$ cat src/rtl/acs_pkg.sv
// Shared types and helpers for the multi-branch add-compare-select unit.
// Compare-tree nodes carry fields at fixed maximum widths; the top slices them down.
package acs_pkg;

  localparam int DECAY_ROUND = 128;
  localparam int MET_BITS    = 32;
  localparam int IDX_BITS    = 3;
  localparam int RMAX_BITS   = 16;

  typedef struct packed {
    logic signed [MET_BITS-1:0]  metric;
    logic [IDX_BITS-1:0]         index;
    logic signed [RMAX_BITS-1:0] i;
    logic signed [RMAX_BITS-1:0] q;
  } acs_node_t;

  function automatic int sel_width(input int n);
    return (n < 2) ? 1 : $clog2(n);
  endfunction

  // Add at full precision, then clamp to a signed range of the given width.
  function automatic logic signed [31:0] sat_add(input logic signed [31:0] a,
                                                 input logic signed [31:0] b,
                                                 input int width);
    logic signed [32:0] sum;
    logic signed [32:0] hi;
    logic signed [32:0] lo;
    sum = 33'(a) + 33'(b);
    hi  = (33'sd1 <<< (width - 1)) - 33'sd1;
    lo  = -hi - 33'sd1;
    if (sum > hi) return 32'(hi);
    if (sum < lo) return 32'(lo);
    return 32'(sum);
  endfunction

endpackage

$ cat src/rtl/acs_multi_branch_if.sv
// Branch-metric input and survivor output bundle of the multi-branch ACS.
// master drives the branch stream; slave is the ACS itself.
interface acs_multi_branch_if
  import acs_pkg::*;
#(
  parameter int NUM_BR   = 4,
  parameter int ACS_BITS = 12,
  parameter int ROT_BITS = 8
);
  localparam int SEL_W = sel_width(NUM_BR);

  logic                       bm_valid;
  logic                       bm_first;
  logic [ROT_BITS-1:0]        bm_i;
  logic [ROT_BITS-1:0]        bm_q;
  logic [NUM_BR*ACS_BITS-1:0] acc_met_in;
  logic                       norm_in;
  logic                       out_valid;
  logic [SEL_W-1:0]           sel_out;
  logic [ACS_BITS-1:0]        acc_met_out;
  logic [ROT_BITS-1:0]        i_out;
  logic [ROT_BITS-1:0]        q_out;
  logic                       norm_req;
  logic                       frag_err;

  modport master (
    output bm_valid, bm_first, bm_i, bm_q, acc_met_in, norm_in,
    input  out_valid, sel_out, acc_met_out, i_out, q_out, norm_req, frag_err
  );

  modport slave (
    input  bm_valid, bm_first, bm_i, bm_q, acc_met_in, norm_in,
    output out_valid, sel_out, acc_met_out, i_out, q_out, norm_req, frag_err
  );

endinterface

$ cat src/rtl/acs_cmp_node.sv
// Registered two-input max for the ACS compare tree; ties go to the lower index.
module acs_cmp_node
  import acs_pkg::*;
(
  input  logic      clk,
  input  logic      reset,
  input  logic      in_valid,
  input  acs_node_t a,
  input  acs_node_t b,
  output logic      out_valid,
  output acs_node_t y
);

  logic take_b;

  assign take_b = ($signed(b.metric) > $signed(a.metric)) ||
                  (($signed(b.metric) == $signed(a.metric)) && (b.index < a.index));

  always_ff @(posedge clk) begin
    if (reset) begin
      out_valid <= 1'b0;
      y         <= '0;
    end else begin
      out_valid <= in_valid;
      if (in_valid) y <= take_b ? b : a;
    end
  end

endmodule

$ cat src/rtl/acs_multi_branch.sv
// Multi-branch add-compare-select: serial branch collection, saturating add, pipelined max tree.
// Optional ACS_DECAY_EN adds a decay_factor port and a rounding decay stage on the survivor.
module acs_multi_branch
  import acs_pkg::*;
#(
  parameter int NUM_BR   = 4,
  parameter int ACS_BITS = 12,
  parameter int ROT_BITS = 8,
  parameter int NORM_VAL = 2 ** (ACS_BITS - 2)
) (
  input logic clk,
  input logic reset,
`ifdef ACS_DECAY_EN
  input logic [7:0] decay_factor,
`endif
  acs_multi_branch_if.slave bus
);

  localparam int SEL_W  = sel_width(NUM_BR);
  localparam int LEVELS = $clog2(NUM_BR);
  localparam int NODES  = 2 * NUM_BR - 1;
  localparam logic signed [31:0] NUM_VAL_SUB = 32'(NORM_VAL);

  // state   | meaning
  // COLLECT | gathering branches 0..NUM_BR-1 of a symbol
  // FULL    | set launched; waiting for the next bm_first
  typedef enum logic {COLLECT, FULL} state_t;

  state_t              state;
  logic [SEL_W-1:0]    cnt;
  logic [SEL_W-1:0]    wr_idx;
  logic                launch_now;
  logic [ROT_BITS-1:0] br_i [NUM_BR];
  logic [ROT_BITS-1:0] br_q [NUM_BR];
  acs_node_t           leaf_d [NUM_BR];
  acs_node_t           leaf [NUM_BR];
  logic [NUM_BR-1:0]   leaf_vld;
  acs_node_t           node_y [NUM_BR-1];
  logic                node_vld [NUM_BR-1];
  acs_node_t           all_node [NODES];
  logic                all_vld [NODES];
  logic                norm_at [LEVELS+1];
  logic [ACS_BITS-1:0] out_met;
  logic                out_norm;

  assign wr_idx     = bus.bm_first ? '0 : cnt;
  assign launch_now = bus.bm_valid && !bus.bm_first && (state == COLLECT) &&
                      (cnt == SEL_W'(NUM_BR - 1));

  always_ff @(posedge clk) begin
    if (reset) begin
      state        <= COLLECT;
      cnt          <= '0;
      bus.frag_err <= 1'b0;
      br_i         <= '{default: '0};
      br_q         <= '{default: '0};
    end else begin
      bus.frag_err <= 1'b0;
      if (bus.bm_valid && (bus.bm_first || state == COLLECT)) begin
        br_i[wr_idx] <= bus.bm_i;
        br_q[wr_idx] <= bus.bm_q;
      end
      if (bus.bm_valid) begin
        if (bus.bm_first) begin
          if (state == COLLECT && cnt != '0) bus.frag_err <= 1'b1;
          state <= COLLECT;
          cnt   <= SEL_W'(1);
        end else if (state == COLLECT) begin
          if (launch_now) begin
            state <= FULL;
            cnt   <= '0;
          end else begin
            cnt <= cnt + 1'b1;
          end
        end
      end
    end
  end

  // The last branch bypasses its register so the adders see it in the launch cycle.
  for (genvar k = 0; k < NUM_BR; k++) begin : g_leaf
    logic [ROT_BITS-1:0] bi;
    logic [ROT_BITS-1:0] bq;
    logic signed [31:0]  part;
    assign bi   = (k == NUM_BR - 1) ? bus.bm_i : br_i[k];
    assign bq   = (k == NUM_BR - 1) ? bus.bm_q : br_q[k];
    assign part = 32'($signed(bi)) - (bus.norm_in ? NUM_VAL_SUB : 32'sd0);
    assign leaf_d[k] = '{metric: sat_add(part, 32'($signed(bus.acc_met_in[k*ACS_BITS +: ACS_BITS])), ACS_BITS),
                         index:  IDX_BITS'(k),
                         i:      RMAX_BITS'($signed(bi)),
                         q:      RMAX_BITS'($signed(bq))};
  end

  always_ff @(posedge clk) begin
    if (reset) begin
      leaf_vld <= '0;
      leaf     <= '{default: '0};
    end else begin
      leaf_vld <= {NUM_BR{launch_now}};
      if (launch_now) leaf <= leaf_d;
    end
  end

  // Heap layout: node n has children 2n+1 and 2n+2; leaves sit at NUM_BR-1 onward.
  for (genvar n = 0; n < NODES; n++) begin : g_map
    if (n < NUM_BR - 1) begin : g_int
      assign all_node[n] = node_y[n];
      assign all_vld[n]  = node_vld[n];
    end else begin : g_lf
      assign all_node[n] = leaf[n-(NUM_BR-1)];
      assign all_vld[n]  = leaf_vld[n-(NUM_BR-1)];
    end
  end

  for (genvar n = 0; n < NUM_BR - 1; n++) begin : g_node
    acs_cmp_node u_node (
      .clk      (clk),
      .reset    (reset),
      .in_valid (all_vld[2*n+1]),
      .a        (all_node[2*n+1]),
      .b        (all_node[2*n+2]),
      .out_valid(node_vld[n]),
      .y        (node_y[n])
    );
  end

  // norm_in travels alongside the tree, one slot per depth (root is depth 0).
  always_ff @(posedge clk) begin
    if (reset) begin
      norm_at <= '{default: 1'b0};
    end else begin
      if (launch_now) norm_at[LEVELS] <= bus.norm_in;
      for (int d = 0; d < LEVELS; d++) begin
        if (all_vld[(1 << (d + 1)) - 1]) norm_at[d] <= norm_at[d+1];
      end
    end
  end

`ifdef ACS_DECAY_EN
  logic signed [ACS_BITS+8:0] prod;
  logic                       dec_valid;
  logic                       dec_norm;
  logic [ACS_BITS-1:0]        dec_met;
  acs_node_t                  dec_node;

  assign prod = $signed(node_y[0].metric[ACS_BITS-1:0]) * $signed({1'b0, decay_factor}) +
                (ACS_BITS + 9)'(DECAY_ROUND);

  always_ff @(posedge clk) begin
    if (reset) begin
      dec_valid <= 1'b0;
      dec_norm  <= 1'b0;
      dec_met   <= '0;
      dec_node  <= '0;
    end else begin
      dec_valid <= node_vld[0];
      if (node_vld[0]) begin
        dec_met  <= prod[ACS_BITS+7:8];
        dec_node <= node_y[0];
        dec_norm <= norm_at[0];
      end
    end
  end

  assign bus.out_valid = dec_valid;
  assign bus.sel_out   = dec_node.index[SEL_W-1:0];
  assign bus.i_out     = dec_node.i[ROT_BITS-1:0];
  assign bus.q_out     = dec_node.q[ROT_BITS-1:0];
  assign out_met       = dec_met;
  assign out_norm      = dec_norm;
`else
  assign bus.out_valid = node_vld[0];
  assign bus.sel_out   = node_y[0].index[SEL_W-1:0];
  assign bus.i_out     = node_y[0].i[ROT_BITS-1:0];
  assign bus.q_out     = node_y[0].q[ROT_BITS-1:0];
  assign out_met       = node_y[0].metric[ACS_BITS-1:0];
  assign out_norm      = norm_at[0];
`endif

  assign bus.acc_met_out = out_met;
  assign bus.norm_req    = !out_norm && (out_met[ACS_BITS-1:ACS_BITS-2] == 2'b01);

endmodule
$ cat src/flat_wrapper.sv
// flat-port wrapper written by rule: the top's interface ports become plain ports
module acs_multi_branch_flat import acs_pkg::*;
#(
  parameter int NUM_BR   = 4,
  parameter int ACS_BITS = 12,
  parameter int ROT_BITS = 8,
  parameter int NORM_VAL = 2 ** (ACS_BITS - 2)
)
  (clk, reset, bus_bm_valid, bus_bm_first, bus_bm_i, bus_bm_q, bus_acc_met_in, bus_norm_in, bus_out_valid, bus_sel_out, bus_acc_met_out, bus_i_out, bus_q_out, bus_norm_req, bus_frag_err);
  acs_multi_branch_if #(.NUM_BR(NUM_BR), .ACS_BITS(ACS_BITS), .ROT_BITS(ROT_BITS)) bus_i ();
  input logic clk;
  input logic reset;
  input wire logic [$bits(bus_i.bm_valid)-1:0] bus_bm_valid;
  input wire logic [$bits(bus_i.bm_first)-1:0] bus_bm_first;
  input wire logic [$bits(bus_i.bm_i)-1:0] bus_bm_i;
  input wire logic [$bits(bus_i.bm_q)-1:0] bus_bm_q;
  input wire logic [$bits(bus_i.acc_met_in)-1:0] bus_acc_met_in;
  input wire logic [$bits(bus_i.norm_in)-1:0] bus_norm_in;
  output wire logic [$bits(bus_i.out_valid)-1:0] bus_out_valid;
  output wire logic [$bits(bus_i.sel_out)-1:0] bus_sel_out;
  output wire logic [$bits(bus_i.acc_met_out)-1:0] bus_acc_met_out;
  output wire logic [$bits(bus_i.i_out)-1:0] bus_i_out;
  output wire logic [$bits(bus_i.q_out)-1:0] bus_q_out;
  output wire logic [$bits(bus_i.norm_req)-1:0] bus_norm_req;
  output wire logic [$bits(bus_i.frag_err)-1:0] bus_frag_err;
  assign bus_i.bm_valid = bus_bm_valid;
  assign bus_i.bm_first = bus_bm_first;
  assign bus_i.bm_i = bus_bm_i;
  assign bus_i.bm_q = bus_bm_q;
  assign bus_i.acc_met_in = bus_acc_met_in;
  assign bus_i.norm_in = bus_norm_in;
  assign bus_out_valid = bus_i.out_valid;
  assign bus_sel_out = bus_i.sel_out;
  assign bus_acc_met_out = bus_i.acc_met_out;
  assign bus_i_out = bus_i.i_out;
  assign bus_q_out = bus_i.q_out;
  assign bus_norm_req = bus_i.norm_req;
  assign bus_frag_err = bus_i.frag_err;
  acs_multi_branch #(.NUM_BR(NUM_BR), .ACS_BITS(ACS_BITS), .ROT_BITS(ROT_BITS), .NORM_VAL(NORM_VAL)) u_core (.clk(clk), .reset(reset), .bus(bus_i));
endmodule
$ cat config.mk
export PLATFORM = sky130hd
export DESIGN_NAME = acs_multi_branch_flat
export DESIGN_NICKNAME = d
export VERILOG_FILES = /design/src/rtl/acs_pkg.sv /design/src/rtl/acs_multi_branch_if.sv /design/src/rtl/acs_cmp_node.sv /design/src/rtl/acs_multi_branch.sv /design/src/flat_wrapper.sv
export SDC_FILE = /design/constraint.sdc
export NUM_CORES = 1
export LEC_CHECK = 0
export CAP_MARGIN = 20
export CORE_MARGIN = 3
export CORE_UTILIZATION = 35
export CTS_CLUSTER_SIZE = 24
export DETAILED_ROUTE_END_ITERATION = 12
export DONT_BUFFER_PORTS = 1
export GPL_TIMING_DRIVEN = 0
export SYNTH_ARGS = -nofsm -noshare
export SYNTH_HDL_FRONTEND = slang
export SYNTH_SLANG_ARGS = --single-unit
$ cat constraint.sdc
create_clock -name clk -period 5.7 [get_ports clk]
set_input_delay 0.855 -clock clk [delete_from_list [all_inputs] [get_ports clk]]
set_output_delay 0.855 -clock clk [all_outputs]
set_load 0.01 [all_outputs]
* After elaboration in Yosys (flattened, before gate mapping) *
Index checks and enable logic that the tools add are counted.
W data, S select, Z words.

storage, ports and cells
  flip-flop bits (word level) = 432
  bits of input ports = 69
  output and inout bits = 33
  logic and storage cells = 141

cells by class
  add/sub/neg operators = 9
  order comparisons = 16
  equality and inequality tests = 6
  mux-type cells = 44
  bitwise operators = 4
  reductions and logical operators = 19

operators with widths
  operator                number
  $mux W32                16
  $mux W67                2
  $add A32 B12 Y33        4
  $gt A33 B12 Y1 const B  4
  $lt A33 B12 Y1 const B  4
  $eq A32 B32 Y1          3
  $gt A32 B32 Y1          3
  $bwmux W32              2
  $sub A8 B12 Y13         4
  $mux W47                1
  $demux W8 S2            1
  $mux W1                 16
  $mux W11                1
  $logic_and A1 B1 Y1     10
  $mux W2                 4
  $mux W8                 1
  $logic_or A1 B1 Y1      4
  $ge A3 B3 Y1 const B    1
  $lt A3 B1 Y1 const B    1
  $lt A3 B3 Y1            1
  $not A1 Y1              3
  $not A2 Y3              1
  $reduce_or A3 Y1        1
  $add A2 B1 Y2 const B   1
  8 further kinds         9

* Longest topological paths before layout *
Gate-level depths: netlist of run 1.

  depth after elaboration = 8
  gate-level depth with buffers = 19
  gate-level depth less buffers = 18

* By module *
From an unflattened synthesis of run 1, not the netlist that was laid out.

second synthesis, totals
  cell total of the unflattened synthesis = 2,710
  area total of the unflattened synthesis = 22,733.1 sq um

by module, submodules not included
  module            instances  cells each  area each (sq um)  sequential area each (sq um)
  acs_cmp_node      3          480         4,321.6            1,361.3
  acs_multi_branch  1          1,270       9,768.1            3,543.4

* Worst setup path after synthesis of run 1 *
Ideal clock, no wire load.

  path type = input -> register
  start = input port bus_acc_met_in[42]
  end = register u_core.leaf (netlist bit u_core.all_node[36])
  data arrival time = 4,610 ps
  required time = 5,635 ps
  slack = 1,025 ps
  stages = 16
  path buffers = 1
  cell sequence = ha_1 > a21o_1 > a21o_1 > a221o_1 > a21oi_1 > o21ai_0 > or2_2 > fa_1 > or4b_2 > nor3_1 > nand3b_1 > o311ai_1 > and2_1 > buf_2 > nand2b_1 > nand3_1

between the ends
  longest elaborated chain between the ends = 6
  elaborated cells on any way between the ends = 9
  classes of those cells = 1 x add/sub; 2 x order compare; 6 x mux

ends and longest elaborated chain
  what                    line                     RTL
  start: declaration      flat_wrapper.sv:17       input wire logic [$bits(bus_i.acc_met_in)-1:0] bus_acc_met_in;
  $add A32 B12 Y33 (*)    acs_pkg.sv:28            sum = 33'(a) + 33'(b);
  $lt A33 B12 Y1          acs_pkg.sv:32            if (sum < lo) return 32'(lo);
  $mux W1 (2 in series)   acs_pkg.sv:32
  $mux W32                acs_pkg.sv:33            return 32'(sum);
  $mux W32 (*)            acs_pkg.sv:32
  end signal: assignment  acs_multi_branch.sv:100  if (launch_now) leaf <= leaf_d;
  end: declaration        acs_multi_branch.sv:36   acs_node_t leaf [NUM_BR];

Every way passes the cells marked *; elsewhere a longest branch is shown, timed or not. The select of a mux whose other input is x is not followed.
A chain may end at the register's enable or synchronous reset.

* Final worst setup path of run 1 *
  start = input port bus_acc_met_in[42]
  end = register u_core.leaf (netlist bit u_core.all_node[43])

Same word-level chain as after synthesis.

==> flow_metrics.env, run 1 <==
export IMPL_syn_area_sq_mm=0.0170
export IMPL_netSwitchingPower_mw=1.33
export IMPL_worstSkewPairLatency_ns=0.52
export IMPL_final_cell_area_sq_mm=0.0189
export IMPL_end_kind="flop"
export IMPL_synth_edf_count=0
export IMPL_p_per_area_mw_per_mm2=276
export IMPL_start_util=0.355
export IMPL_n_antenna_cell=0
export IMPL_hold_path_startpoint="bus_bm_valid"
export IMPL_clkTransAtPathRegs_ns=0.06
export IMPL_grt_max_degree=21
export IMPL_portBuffers=0
export IMPL_hp_class="in -> reg"
export IMPL_cp_required_ns=6.16
export IMPL_track_usage=0.193
export IMPL_avgViaCountPerCell=5.24
export IMPL_swShare=0.255
export IMPL_clock_path_buffers=3
export IMPL_hpwl_mm=39.8
export IMPL_use_met1=0.253
export IMPL_async_reset_ff_frac=0
export IMPL_fp_dieW_microns=226
export IMPL_synth_top_cell_area_share=0.364
export IMPL_wirelength_mm=49.7
export IMPL_drcViolationCount=0
export IMPL_status="finished clean"
export IMPL_cts_resized=0
export IMPL_cts_setup_buffers=0
export IMPL_r2r_start="u_core.g_node[1].u_node.y[65]"
export IMPL_drv_cap=0
export IMPL_final_cell_mix="325 x nand2_1, 308 x dfxtp_1, 190 x inv_1, 187 x nor2_1, 169 x a21oi_1"
export IMPL_grtUsageMet2=0.326
export IMPL_dr_pass1_iters=5
export IMPL_ys_flop_type="dfxtp_1"
export IMPL_synth_top_area_cell="dfxtp_1"
export IMPL_p_leak_nw=7.42
export IMPL_gp_congestion=0.913
export IMPL_hold_buffers=0
export IMPL_antenna_found_initial=0
export IMPL_yosysSeqAreaShare=0.364
export IMPL_intPower_mw=3.89
export IMPL_worstSetupPathType="in -> reg"
export IMPL_core_sq_mm=0.0477
export IMPL_dieArea_sq_mm=0.0511
export IMPL_worstMarginPinSlew_ns=0.829
export IMPL_ioPinCount=102
export IMPL_root_buffer="clkbuf_16"
export IMPL_hold_path_end="u_core.state"
export IMPL_grt_busiest_layer="met2"
export IMPL_max_vdd_ir_drop_v=0.000155
export IMPL_htreeDepth=2
export IMPL_worst_r2r_path_depth=11
export IMPL_area_growth_pct=11.6
export IMPL_syn_avg_cell_area_sq_um=8.37
export IMPL_grt_overflow_total=0
export IMPL_setup_tns_ns=0
export IMPL_cts_num_sinks=308
export IMPL_slew_headroom=0.447
export IMPL_seqPwrFrac=0.418
export IMPL_synth_cell_types=80
export IMPL_cts_tree="yes"
export IMPL_grt_pass1_vias=13811
export IMPL_grt_use_met3=0.0334
export IMPL_timing_final_crit_share=0.811
export IMPL_numCtsBuffers=35
export IMPL_clkPwrFrac=0.450
export IMPL_drive_gt1_frac=0.0676
export IMPL_synth_cells=2026
export IMPL_ys_warn_count=0
export IMPL_rsz0062_at_grt="no"
export IMPL_final_hold_viol_count=0
export IMPL_clock_skew_ns=0.00835
export IMPL_layout_nets=2306
export IMPL_ff2ff_setup_slack_ns=1.71
export IMPL_postSynthNetCount=2269
export IMPL_die_h_microns=226
export IMPL_finalSetupViolCount=0
export IMPL_place_area_sq_mm=0.0177
export IMPL_row_count=80
export IMPL_period_needed_ns=4.62
export IMPL_grt_pass1_wl_mm=77.2
export IMPL_synth_area_leaders="dfxtp_1 36%, ha_1 12%, nand2_1 7.2%, mux2i_1 5.4%, a21oi_1 5.0%"
export IMPL_stdcell_count=2702
export IMPL_vias=14151
export IMPL_synth_seq_cells=308
export IMPL_drt_initial_drc_count=1053
export IMPL_dp_cells=2641
export IMPL_fin_util=0.396
export IMPL_crit_arrival_ns=5.09
export IMPL_layout_commonest_cell="nand2_1"
export IMPL_wire_per_inst_microns=18.4
export IMPL_p_comb_frac=0.131
export IMPL_rr_endpoint="u_core.g_node[0].u_node.y[21]"
export IMPL_fmax_mhz=216
export IMPL_setup_worst_path_start_class="input pin"
export IMPL_ant_nets=0
export IMPL_hold_depth=1
export IMPL_maxSlewViolCount=0
export IMPL_crit_fanout=10
## critical path, cell delays in order
cell and delay [ns]:
ha_1 0.34, a21o_1 0.17, a21o_1 0.17, a221o_1 0.36, a21oi_1 0.26, o21ai_0 0.30
or2_2 0.36, fa_1 0.50, or4b_2 0.60, nor3_1 0.23, nand3b_1 0.11, o311ai_1 0.27
and2_1 0.16, buf_2 0.19, nand2_1 0.10, nand3_1 0.09
## state kept, by name, indices dropped and copies added, names as in the netlist
register,count
u_core.all_node,139
u_core.g_node.u_node.y,111
u_core.g_leaf.bi,24
u_core.g_leaf.bq,24
u_core.cnt,2
u_core.g_node.u_node.out_valid,2
u_core.norm_at,2
u_core.bus.frag_err,1
u_core.leaf_vld,1
u_core.out_norm,1
u_core.state,1
## area by class of cell
type,instances,area (sq um)
inverter,190,713
multi-input combinational,1390,9360
tap,615,769
sequential,308,6170
fill,4788,28800
clock buffer,46,987
clock inverter,15,211
buffer,138,714
## power by group through the flow
stage          clock, mW  sequential, mW  combinational, mW
5_1_grt             2.46            2.18              0.762
2_1_floorplan          0            2.22              0.529
3_5_place_dp           0            2.23              0.684
3_3_place_gp           0            2.23              0.668
4_1_cts             2.38            2.18              0.688
6_report            2.35            2.18              0.685
## routing by layer
| metal | wire length [microns] | part of all wire | vias to the layer above |
|---|---|---|---|
| met5 | 0 | 0 | - |
| met4 | 1370 | 0.028 | 0 |
| li1 | - | - | 7033 |
| met3 | 2710 | 0.055 | 78 |
| met1 | 22300 | 0.45 | 6707 |
| met2 | 23300 | 0.47 | 333 |
## cell usage after synthesis (all sizes together), types with 5 or more instances
library cell / instances
a311oi: 50
a22oi: 7
xnor2: 28
ha: 163
buf: 56
nand3: 23
mux2: 5
nand2b: 15
nor2: 188
fa: 11
xor2: 9
a21oi: 174
nor3: 21
nand2: 327
clkbuf: 80
a211oi: 76
mux2i: 91
a21o: 17
o21a: 9
o21ai: 33
o21bai: 8
dfxtp: 308
nand4: 14
and3: 6
a221o: 25
a21boi: 10
nor2b: 19
inv: 190
and2: 7
## worst max path at each step
| stage | cells after the start | startpoint | slack, ns | to |
|---|---|---|---|---|
| after floorplan | 16 | bus_acc_met_in[42] | 1.03 | u_core.all_node[36] |
| after global placement | 16 | bus_acc_met_in[42] | 0.62 | u_core.all_node[43] |
| after detailed placement | 16 | bus_acc_met_in[42] | 0.57 | u_core.all_node[43] |
| after CTS | 16 | bus_acc_met_in[42] | 1.09 | u_core.all_node[43] |
| after global routing | 16 | bus_acc_met_in[42] | 0.77 | u_core.all_node[43] |
| final | 16 | bus_acc_met_in[42] | 1.08 | u_core.all_node[43] |
## through the flow
step | worst slack, ns | total power, mW | hold WS, ns
global route | 0.772 | 5.41 | 0.419
floorplan | 1.03 | 2.75 | 0.432
finish | 1.08 | 5.22 | 0.426
detailed placement | 0.567 | 2.91 | 0.446
CTS | 1.09 | 5.25 | 0.410
global placement | 0.615 | 2.90 | 0.436
## cell families (layout without fill, tap and decap cells)
family,Yosys count,after routing,share of synthesized area
and+or+nand+nor,643,643,0.164
adders and majority gates,174,174,0.133
muxes,96,96,0.0571
DFF,308,308,0.364
buffers and inverters,328,389,0.0842
AOI/OAI and AO/OA,440,440,0.178
xor gates and xnor gates,37,37,0.0191
(Power assumes the default switching activity.)
==> run 2, diff against run 1 <==
==> constraint.sdc (replaced) <==
create_clock -name clk -period 4.4 [get_ports clk]
set_input_delay 0.66 -clock clk [delete_from_list [all_inputs] [get_ports clk]]
set_output_delay 0.66 -clock clk [all_outputs]
set_load 0.01 [all_outputs]
==> flow_metrics.env, run 2 (synthesized netlist as in run 1, its figures left out) <==
export IMPL_die_h_microns=226
export IMPL_grtUsageMet2=0.327
export IMPL_fmax_mhz=240
export IMPL_maxSlewViolCount=0
export IMPL_grt_overflow_total=0
export IMPL_setup_worst_path_start_class="input pin"
export IMPL_start_util=0.355
export IMPL_track_usage=0.193
export IMPL_worstSetupPathType="in -> reg"
export IMPL_row_count=80
export IMPL_final_hold_viol_count=0
export IMPL_worstMarginPinSlew_ns=0.887
export IMPL_portBuffers=0
export IMPL_total_power_mw=6.71
export IMPL_root_buffer="clkbuf_16"
export IMPL_core_sq_mm=0.0477
export IMPL_timing_final_crit_share=0.947
export IMPL_crit_top_cell="a21o_1"
export IMPL_ff2ff_setup_slack_ns=0.51
export IMPL_hp_class="in -> reg"
export IMPL_slew_headroom=0.408
export IMPL_ant_nets=0
export IMPL_wirelength_mm=49.7
export IMPL_clock_skew_ns=0.0171
export IMPL_layout_nets=2306
export IMPL_numCtsBuffers=35
export IMPL_antenna_found_initial=0
export IMPL_gp_congestion=0.915
export IMPL_end_kind="flop"
export IMPL_p_leak_nw=7.40
export IMPL_dieArea_sq_mm=0.0511
export IMPL_cts_setup_buffers=0
export IMPL_grt_max_degree=21
export IMPL_crit_arrival_ns=4.62
export IMPL_rsz0062_at_grt="no"
export IMPL_clkTransAtPathRegs_ns=0.06
export IMPL_drv_cap=0
export IMPL_area_growth_pct=11.6
export IMPL_vias=14075
export IMPL_p_per_area_mw_per_mm2=355
export IMPL_wire_per_inst_microns=18.4
export IMPL_cts_num_sinks=308
export IMPL_htreeDepth=2
export IMPL_cp_required_ns=4.85
export IMPL_final_cell_mix="325 x nand2_1, 308 x dfxtp_1, 190 x inv_1, 187 x nor2_1, 168 x a21oi_1"
export IMPL_grt_use_met3=0.0360
export IMPL_avgViaCountPerCell=5.20
export IMPL_finalSetupViolCount=0
export IMPL_max_vdd_ir_drop_v=0.000223
export IMPL_use_met1=0.251
export IMPL_dr_pass1_iters=5
export IMPL_drive_gt1_frac=0.0680
export IMPL_crit_path_max_incr_delay_ns=0.61
export IMPL_layout_commonest_cell="nand2_1"
export IMPL_cpMaxStageDelayCell="or4b_2"
export IMPL_crit_fanout=10
export IMPL_grt_pass1_vias=13674
export IMPL_worstSkewPairLatency_ns=0.53
export IMPL_hpwl_mm=39.6
export IMPL_fin_util=0.396
export IMPL_status="finished clean"
export IMPL_clock_path_buffers=3
export IMPL_drt_initial_drc_count=969
export IMPL_largest_reg_flops=139
export IMPL_path_cells="ha_1 > a21o_1 > a21o_1 > a221o_1 > a21oi_2 > o21ai_2 > or2_2 > fa_1 > or4b_2 > nor3_2 > nand3b_1 > o311ai_1 > and2_1 > buf_2 > nand2_1 > nand3_1"
export IMPL_ioPinCount=102
export IMPL_period_needed_ns=4.17
export IMPL_cts_tree="yes"
export IMPL_fp_dieW_microns=226
export IMPL_whs_ns=0.239
export IMPL_grt_pass1_wl_mm=77.0
export IMPL_drcViolationCount=0
export IMPL_grt_busiest_layer="met2"
## run 2: cell count changes in the layout (fill, tap and decap cells not counted), moves of 2 or more
| cell | previous run | this run |
|---|---|---|
| clkinv_2 | 7 | 3 |
| clkbuf_8 | 8 | 11 |
| bufinv_16 | 5 | 3 |
| clkbuf_1 | 83 | 87 |
## run 2: path summary, 6_finish.rpt
path	to	startpoint	cells past startpoint
max	u_core.all_node[43]	bus_acc_met_in[42]	16
min	u_core.state	bus_bm_valid	1
max reg2reg	u_core.g_node[0].u_node.y[21]	u_core.g_node[1].u_node.y[65]	11
min reg2reg	u_core.all_node[204]	u_core.g_leaf[0].bq[3]	2
## run 2: what timing repair did
item	4_1_cts	5_1_grt
resized for setup	0	2
endpoints found under the setup margin	0	10
hold buffers	0	0
## run 2: layout make-up
type	count	area (sq um)
clock buffer	53	1040
buffer	138	714
fill	4809	28800
clock inverter	10	139
sequential	308	6170
tap	615	769
multi-input combinational	1390	9370
antenna	1	2.50
inverter	190	713
## run 2: metal layers
metal  wire length (microns)  share of wire
met1                   22500           0.45
met4                    1430          0.029
met2                   23000           0.46
met5                       0              0
met3                    2780          0.056
## run 2: metrics by stage
step                      instance area (sq um)  cells  worst slack [ns]  TNS (ns)
after floorplan                           17000   2026            0.0402         0
after global placement                    17700   2641            -0.304     -2.82
after detailed placement                  17700   2641            -0.399     -4.02
after CTS                                 18900   2704             0.114         0
after global routing                      18900   2704            0.0696         0
final                                     18900   2705             0.235         0
## run 2: critical path, delay by kind of cell
kind	cells	cell delay, ns
simple gates	7	1.53
compound gates	6	1.38
fa+ha+maj	2	0.86
buf+inv	1	0.19
## run 2: power breakdown
part	switching (mW)	internal [mW]
combinational	0.539	0.353
clock	1.17	1.82
sequential	0.0195	2.81
==> run 3, diff against run 2 <==
--- a/config.mk
+++ b/config.mk
@@ -6,12 +6,14 @@
 export NUM_CORES = 1
 export LEC_CHECK = 0
 export CAP_MARGIN = 20
-export CORE_MARGIN = 3
-export CORE_UTILIZATION = 35
+export CORE_MARGIN = 1.5
+export CORE_UTILIZATION = 59
 export CTS_CLUSTER_SIZE = 24
 export DETAILED_ROUTE_END_ITERATION = 12
 export DONT_BUFFER_PORTS = 1
 export GPL_TIMING_DRIVEN = 0
+export PLACE_DENSITY = 0.75
+export SLEW_MARGIN = 10
 export SYNTH_ARGS = -nofsm -noshare
 export SYNTH_HDL_FRONTEND = slang
 export SYNTH_SLANG_ARGS = --single-unit
==> flow_metrics.env, run 3 (synthesized netlist as in run 1, its figures left out) <==
export IMPL_drt_initial_drc_count=1172
export IMPL_root_buffer="clkbuf_16"
export IMPL_antenna_found_initial=0
export IMPL_vias=14412
export IMPL_hp_class="in -> reg"
export IMPL_ff2ff_setup_slack_ns=0.38
export IMPL_cpMaxStageDelayCell="or4b_2"
export IMPL_start_util=0.605
export IMPL_final_cell_mix="325 x nand2_1, 308 x dfxtp_1, 190 x inv_1, 187 x nor2_1, 168 x a21oi_1"
export IMPL_portBuffers=0
export IMPL_slew_headroom=0.416
export IMPL_crit_arrival_ns=4.61
export IMPL_cts_tree="yes"
export IMPL_rsz0062_at_grt="no"
export IMPL_p_per_area_mw_per_mm2=350
export IMPL_path_cells="ha_1 > a21o_1 > a21o_1 > a221o_1 > a21oi_2 > o21ai_2 > or2_2 > fa_1 > or4b_2 > nor3_2 > nand3b_1 > o311ai_2 > and2_1 > buf_2 > nand2_1 > nand3_1"
export IMPL_area_growth_pct=9.26
export IMPL_dp_cells=2404
export IMPL_fmax_mhz=243
export IMPL_r2r_start="u_core.g_node[1].u_node.y[65]"
export IMPL_n_antenna_cell=0
export IMPL_multiInputGateArea_sq_mm=0.00938
export IMPL_clock_skew_ns=0.0217
export IMPL_timing_final_crit_share=0.936
export IMPL_stdcell_count=2457
export IMPL_largest_reg_flops=139
export IMPL_crit_top_cell="a21o_1"
export IMPL_layout_commonest_cell="nand2_1"
export IMPL_crit_path_max_incr_delay_ns=0.61
export IMPL_wire_per_inst_microns=18.9
export IMPL_max_vdd_ir_drop_v=0.000312
export IMPL_maxSlewViolCount=0
export IMPL_final_hold_viol_count=0
export IMPL_numCtsBuffers=30
export IMPL_die_h_microns=173
export IMPL_status="finished clean"
export IMPL_ant_nets=0
export IMPL_clkTransAtPathRegs_ns=0.06
export IMPL_gp_congestion=0.916
export IMPL_worstSkewPairLatency_ns=0.58
export IMPL_drive_gt1_frac=0.0659
export IMPL_crit_fanout=10
export IMPL_cp_required_ns=4.89
export IMPL_cts_setup_buffers=0
export IMPL_layout_nets=2301
export IMPL_dr_pass1_iters=6
export IMPL_crit_path_start="bus_acc_met_in[42]"
export IMPL_htreeDepth=1
export IMPL_worstSetupPathType="in -> reg"
export IMPL_path_buf_inv=1
export IMPL_hpwl_mm=36.0
export IMPL_grt_pass1_wl_mm=72.8
export IMPL_worstMarginPinSlew_ns=0.875
export IMPL_drcViolationCount=0
export IMPL_ioPinCount=102
export IMPL_avgViaCountPerCell=5.87
export IMPL_p_leak_nw=7.35
export IMPL_wirelength_mm=46.4
export IMPL_grt_max_degree=21
export IMPL_track_usage=0.306
export IMPL_setup_worst_path_start_class="input pin"
export IMPL_clock_path_buffers=3
export IMPL_hold_path_startpoint="bus_bm_valid"
export IMPL_layout_area_seq_sq_mm=0.00617
export IMPL_core_sq_mm=0.0280
export IMPL_end_kind="flop"
export IMPL_fillers=2376
export IMPL_cts_num_sinks=308
export IMPL_drv_cap=0
export IMPL_fp_dieW_microns=173
export IMPL_grt_overflow_total=0
export IMPL_dieArea_sq_mm=0.0298
export IMPL_total_power_mw=6.49
export IMPL_crit_family="simple AND/OR/NAND/NOR gates"
export IMPL_row_count=61
export IMPL_grt_pass1_vias=13646
export IMPL_finalSetupViolCount=0
export IMPL_period_needed_ns=4.12
==> run 3: cell types whose count changed in the layout (fill, tap and decap cells not counted), moves of 2 or more <==
cell,before,now
clkbuf_16,35,30
clkbuf_1,87,83
clkbuf_8,11,8
inv_6,3,0
bufinv_16,3,5
clkinv_2,3,5
==> run 3: path summary, 6_finish.rpt <==
check,to,cells past startpoint
min,u_core.state,1
max reg2reg,u_core.g_node[0].u_node.y[45],11
min reg2reg,u_core.all_node[204],2
max,u_core.all_node[44],16
==> run 3: area by class of cell <==
class / instances / share of cell area
plain buffers: 138 / 0.0386
clock buffers: 41 / 0.0465
clock inverters: 12 / 0.0116
inverters: 190 / 0.0385
multi-input cells: 1390 / 0.506
flip-flops and latches: 308 / 0.333
well taps: 378 / 0.0255
==> run 3: repair_timing <==
action                                  4_1_cts  5_1_grt
gates resized for setup                       0        3
hold buffers                                  0        0
endpoints found under the setup margin        0       10
==> run 3: report_power, final <==
part / switching [mW] / total (mW) / internal (mW)
registers: 0.0191 / 2.83 / 2.81
clock network: 1.11 / 2.77 / 1.66
logic: 0.539 / 0.891 / 0.352
total: 1.66 / 6.49 / 4.82
==> run 3: through the flow <==
step,hold WS (ns),utilization,setup slack (ns),setup TNS [ns],cell area (sq um)
floorplan,0.432,-,0.0402,0,17000
global placement,0.436,0.622,-0.292,-2.81,17400
detailed placement,0.444,0.622,-0.403,-4.00,17400
CTS,0.177,0.661,0.141,0,18500
global route,0.188,0.661,0.00954,0,18500
finish,0.183,0.661,0.283,0,18500
==> run 3: worst reg2reg max path, cell delays in order (launching register included) <==
cell and delay, ns:
dfxtp_1 0.33, inv_1 0.31, ha_1 0.46, nand4_1 0.21, a2111oi_0 0.74, o31ai_1 0.17, nand4b_1 0.15, mux2_2 0.40
nand2_2 0.33, buf_6 0.23, mux2i_1 0.42, a211oi_1 0.13
==> run 3: layer usage <==
layer	vias up	global-route usage	part of all wire	wire length [microns]
li1	7011	-	-	-
met1	6711	0.404	0.42	19700
met2	582	0.506	0.45	21100
met3	108	0.0489	0.084	3900
met4	0	0.111	0.038	1750
met5	-	0	0	0
